File: src/rtl/if_id_queue.sv
// IF/ID decoupling FIFO: buffers {PC, instruction} pairs from fetch and hands them to decode.
// Optional occupancy/stall statistics are enabled with `define IF_ID_QUEUE_STATS_EN.
module if_id_queue #(
  parameter int DEPTH = 2,
  parameter int AW    = 1,
  parameter int WIDTH = 32
) (
  input  logic             clk,
  input  logic             rst,
  input  logic             in_valid,
  input  logic [WIDTH-1:0] in_pc,
  input  logic [WIDTH-1:0] in_instr,
  output logic             in_ready,
  output logic             out_valid,
  input  logic             out_ready,
  output logic [WIDTH-1:0] out_pc,
  output logic [WIDTH-1:0] out_instr,
  input  logic             flush,
  output logic [AW:0]      count
`ifdef IF_ID_QUEUE_STATS_EN
  ,
  output logic [15:0]      stall_cycles,
  output logic [15:0]      flushed_entries
`endif
);

  localparam logic [AW:0] FULL_CNT = (AW+1)'(DEPTH);

  logic [WIDTH-1:0] r_mem_pc    [DEPTH];
  logic [WIDTH-1:0] r_mem_instr [DEPTH];
  logic [AW-1:0]    r_wr_ptr;
  logic [AW-1:0]    r_rd_ptr;
  logic [AW:0]      r_count;

  logic w_full;
  logic w_empty;
  logic w_push;
  logic w_pop;

  // Handshake status derives only from the registered count, so in_ready has no path from out_ready.
  assign w_full  = (r_count == FULL_CNT);
  assign w_empty = (r_count == '0);
  assign w_push  = in_valid & ~w_full & ~flush;
  assign w_pop   = out_ready & ~w_empty & ~flush;

  assign in_ready  = ~w_full;
  assign out_valid = ~w_empty;
  assign count     = r_count;

  // Empty head reads as all-zero, which decode treats as a bubble.
  assign out_pc    = w_empty ? '0 : r_mem_pc[r_rd_ptr];
  assign out_instr = w_empty ? '0 : r_mem_instr[r_rd_ptr];

  always_ff @(posedge clk or negedge rst) begin
    if (!rst) begin
      r_wr_ptr <= '0;
      r_rd_ptr <= '0;
      r_count  <= '0;
    end else if (flush) begin
      r_wr_ptr <= '0;
      r_rd_ptr <= '0;
      r_count  <= '0;
    end else begin
      if (w_push) begin
        r_wr_ptr <= r_wr_ptr + 1'b1;
      end
      if (w_pop) begin
        r_rd_ptr <= r_rd_ptr + 1'b1;
      end
      case ({w_push, w_pop})
        2'b10:   r_count <= r_count + 1'b1;
        2'b01:   r_count <= r_count - 1'b1;
        default: r_count <= r_count;
      endcase
    end
  end

  // Storage is deliberately left out of reset; the pointers and count define what is valid.
  always_ff @(posedge clk) begin
    if (w_push) begin
      r_mem_pc[r_wr_ptr]    <= in_pc;
      r_mem_instr[r_wr_ptr] <= in_instr;
    end
  end

`ifdef IF_ID_QUEUE_STATS_EN
  logic [15:0] r_stall_cycles;
  logic [15:0] r_flushed_entries;
  logic [16:0] w_flush_sum;

  assign w_flush_sum     = 17'(r_flushed_entries) + 17'(r_count);
  assign stall_cycles    = r_stall_cycles;
  assign flushed_entries = r_flushed_entries;

  always_ff @(posedge clk or negedge rst) begin
    if (!rst) begin
      r_stall_cycles    <= '0;
      r_flushed_entries <= '0;
    end else begin
      if (in_valid && w_full && (r_stall_cycles != 16'hFFFF)) begin
        r_stall_cycles <= r_stall_cycles + 16'd1;
      end
      if (flush) begin
        r_flushed_entries <= w_flush_sum[16] ? 16'hFFFF : w_flush_sum[15:0];
      end
    end
  end
`endif

endmodule

File: config.mk
export PLATFORM = sky130hd
export DESIGN_NAME = if_id_queue
export DESIGN_NICKNAME = d
export VERILOG_FILES = /design/src/rtl/if_id_queue.sv
export SDC_FILE = /design/constraint.sdc
export NUM_CORES = 1
export LEC_CHECK = 0
export ABC_AREA = 0
export CAP_MARGIN = 20
export CORE_ASPECT_RATIO = 1.1
export CORE_MARGIN = 2
export CORE_UTILIZATION = 40
export CTS_BUF_LIST = sky130_fd_sc_hd__clkbuf_4 sky130_fd_sc_hd__clkbuf_8
export DETAILED_ROUTE_END_ITERATION = 10
export DONT_BUFFER_PORTS = 1
export SKIP_CTS_REPAIR_TIMING = 1
export SLEW_MARGIN = 20
export SYNTH_ARGS = -nofsm -noshare
export SYNTH_HDL_FRONTEND = slang
export SYNTH_SLANG_ARGS = --single-unit
export TNS_END_PERCENT = 5
File: constraint.sdc
create_clock -name clk -period 7.12 [get_ports clk]
set_clock_uncertainty 0.2 [all_clocks]
set_input_delay 1.068 -clock clk [delete_from_list [all_inputs] [get_ports clk]]
set_output_delay 1.068 -clock clk [all_outputs]
set_load 0.01 [all_outputs]
==> results by group <==
Status
  • Outcome: completed

Routing
  • Drt wl/cell: 18.22 um
  • Post-route DRC violation count: 0
  • Vias: 2404
  • Vias per std cell: 5.050
  • DRT Wirelength: 8674 um
  • DRT Pass-1 Iters: 4
  • DR iter-0 viols: 139
  • Final ANT Viol Nets: 0

Global routing
  • Vias in the first global route: 2481
  • Gr usage total: 13.14%
  • Grt total ovfl: 0
  • Initial antenna violation count: 0
  • First-pass GRT wire length: 13290 um
  • Largest net degree at the start of global routing: 66

Setup path
  • R2r setup slk: 4670 ps
  • Cells along the critical path: buf_16 -> mux2i_1 -> nor2_1
  • Delay-heaviest family, CP: flip-flops
  • Worst Setup Start Kind: register
  • CP peak stage delay: 780 ps
  • Crit path launch: r_rd_ptr$_DFFE_PN0P_
  • Worst Path Buf+Inv: 1
  • Required time of the critical path: 5850 ps
  • Crit path max-delay cell type: dfrtp_4
  • CP arrival: 1930 ps
  • Crit end category: primary output
  • R2r startpoint: count[1]$_DFFE_PN0P_
  • CP Class: register to primary output
  • CP Max Fanout: 36

Floorplan
  • Starting Density: 40.41%
  • Core area: 12480 sq um
  • Die area: 13520 sq um
  • Die height: 121.8 um
  • Num rows: 43
  • # IOs: 137
  • Die X: 111.1 um

Timing
  • Crit path time final: 3196 ps
  • Fmax: 0.3129 GHz
  • Setup_tns: 0 ps
  • Measured slew at the worst slew-check pin: 904.1 ps
  • Rel. slew slack: 39.72%
  • Slew Viols, Final: 0
  • Final hold slack: 133.8 ps
  • Fin. Hold Viols: 0
  • Final setup viols: 0
  • Crit share post-route: 44.89%
  • RSZ-0062 raised after global routing: no
  • Final worst setup slack: 3924 ps

Power and ir drop
  • Worst vdd ir: 150.0 uV
  • Power per cell area: 289.8 nW/um^2
  • Total chip power: 1.629 mW
  • Leak: 1.777 nW

Yosys
  • Post-Syn Nets: 366
  • Synth Register Bits: 132
  • Mapped Area: 5044 sq um
  • Post-Syn Area per Cell: 16.98 sq um
  • Synth warn: 0
  • Yosys cell types: 21
  • Post-synthesis instance total: 297
  • Sequential area share after synthesis: 78.19%

Final layout
  • Fraction of layout cells with a size suffix above 1: 13.48%
  • Area of the multi-input gates: 1022 sq um
  • Syn-to-layout area delta: 11.44%
  • Fin cells: 476
  • Reg area: 3948 sq um
  • Diode count: 0
  • Commonest non-fill, non-tap cells in the layout: edfxtp_1 (128), mux2i_1 (65), nor2_1 (65)
  • Fillers: 1097
  • Finished Cell Area: 5620 sq um
  • Final core utilization: 45.03%
  • Most common cell after layout, fill and taps aside: edfxtp_1
  • Net count, final: 375

Run
  • Max cap viols: 0

Placed design
  • Port Buffer Count: 0
  • Placed cell count: 443
  • DP Area: 5200 sq um
  • Hpwl dp: 5044 um
  • RD Place Congestion: 0.6895
  • Place WS: 4091 ps

Clocking
  • CTS HTree Levels: 4
  • Clk_lat worst skew: 410 ps
  • Sinks on Clock Net: 132
  • Clk root buf: clkbuf_8
  • CTS tree: yes
  • Maximum root-to-sink buffer count: 2
  • Num CTS Buffers: 17
  • Reg clk slew, reported paths: 80 ps

Min path
  • Worst Hold Class: input port to asynchronous set/reset pin
==> logic make-up (layout without fill, tap and decap cells) <==
kind of cell	count (synthesis)	in the layout	share of synthesized area (%)
AO/OA/AOI/OAI	8	8	0.8932
XOR/XNOR	1	1	0.1737
buffers and inverters	17	39	1.885
flip-flops	132	132	78.19
multiplexers	65	65	12.90
AND/OR/NAND/NOR	74	74	5.954
==> registers in the layout, summed over array words and instances (netlist names) <==
name / flops
r_mem_instr: 64
r_rd_ptr: 1
r_mem_pc: 64
count: 2
r_wr_ptr: 1
==> metal layers <==
metal	up-vias	track usage (%)	part of all wire, %
li1	1113	-	-
met1	1188	14.13	39
met2	93	21.32	49
met3	10	7.413	11
met4	0	6.019	1.4
met5	-	0	0
==> synthesized netlist by cell type <==
library cell    n  area [sq um]
a21o_1          1         7.510
a21oi_1         4         20.02
buf_2           7         35.03
buf_4           6         45.04
clkbuf_1        1         3.750
dfrtp_1         4         100.1
edfxtp_1      128          3844
inv_1           1         3.750
inv_2           2         7.510
mux2i_1        65         650.6
nand2_1         1         3.750
nand3b_1        1         7.510
nor2_1         66         247.7
nor2b_2         1         8.760
nor3_1          1         5.000
nor3b_1         2         15.01
o211ai_1        1         7.510
o21ai_0         2         10.01
or2_0           1         6.260
or3_1           1         6.260
xor2_1          1         8.760
==> worst paths after layout <==
check	to	depth (start not counted)
setup / recovery	out_instr[8]	3
hold / removal	r_rd_ptr$_DFFE_PN0P_	0
setup reg to reg	r_mem_pc[1][12]$_DFFE_PP_	5
hold reg to reg	r_wr_ptr$_DFFE_PN0P_	2
max in group asynchronous	r_wr_ptr$_DFFE_PN0P_	0
min in group clk	r_wr_ptr$_DFFE_PN0P_	2
==> area by class of cell <==
class                   instances  area share [%]
flip-flops and latches        132           70.24
multi-input cells             148           18.19
clock buffers                  18           4.297
well taps                     157           3.495
clock inverters                14           2.694
repair buffers                  4          0.8905
inverters                       3          0.2004
==> power breakdown <==
part	total, mW	switching (mW)	internal (mW)
logic	0.111	0.0738	0.0372
registers	0.900	0.0161	0.884
clock network	0.617	0.298	0.319
==> worst reg2reg max path, cell delays in order, from the launching register on <==
cell	delay (ps)
dfrtp_1	500
nor2b_2	220
inv_2	110
nand2_1	100
nor3b_2	180
buf_4	660
Power figures use the tool's default switching activity.
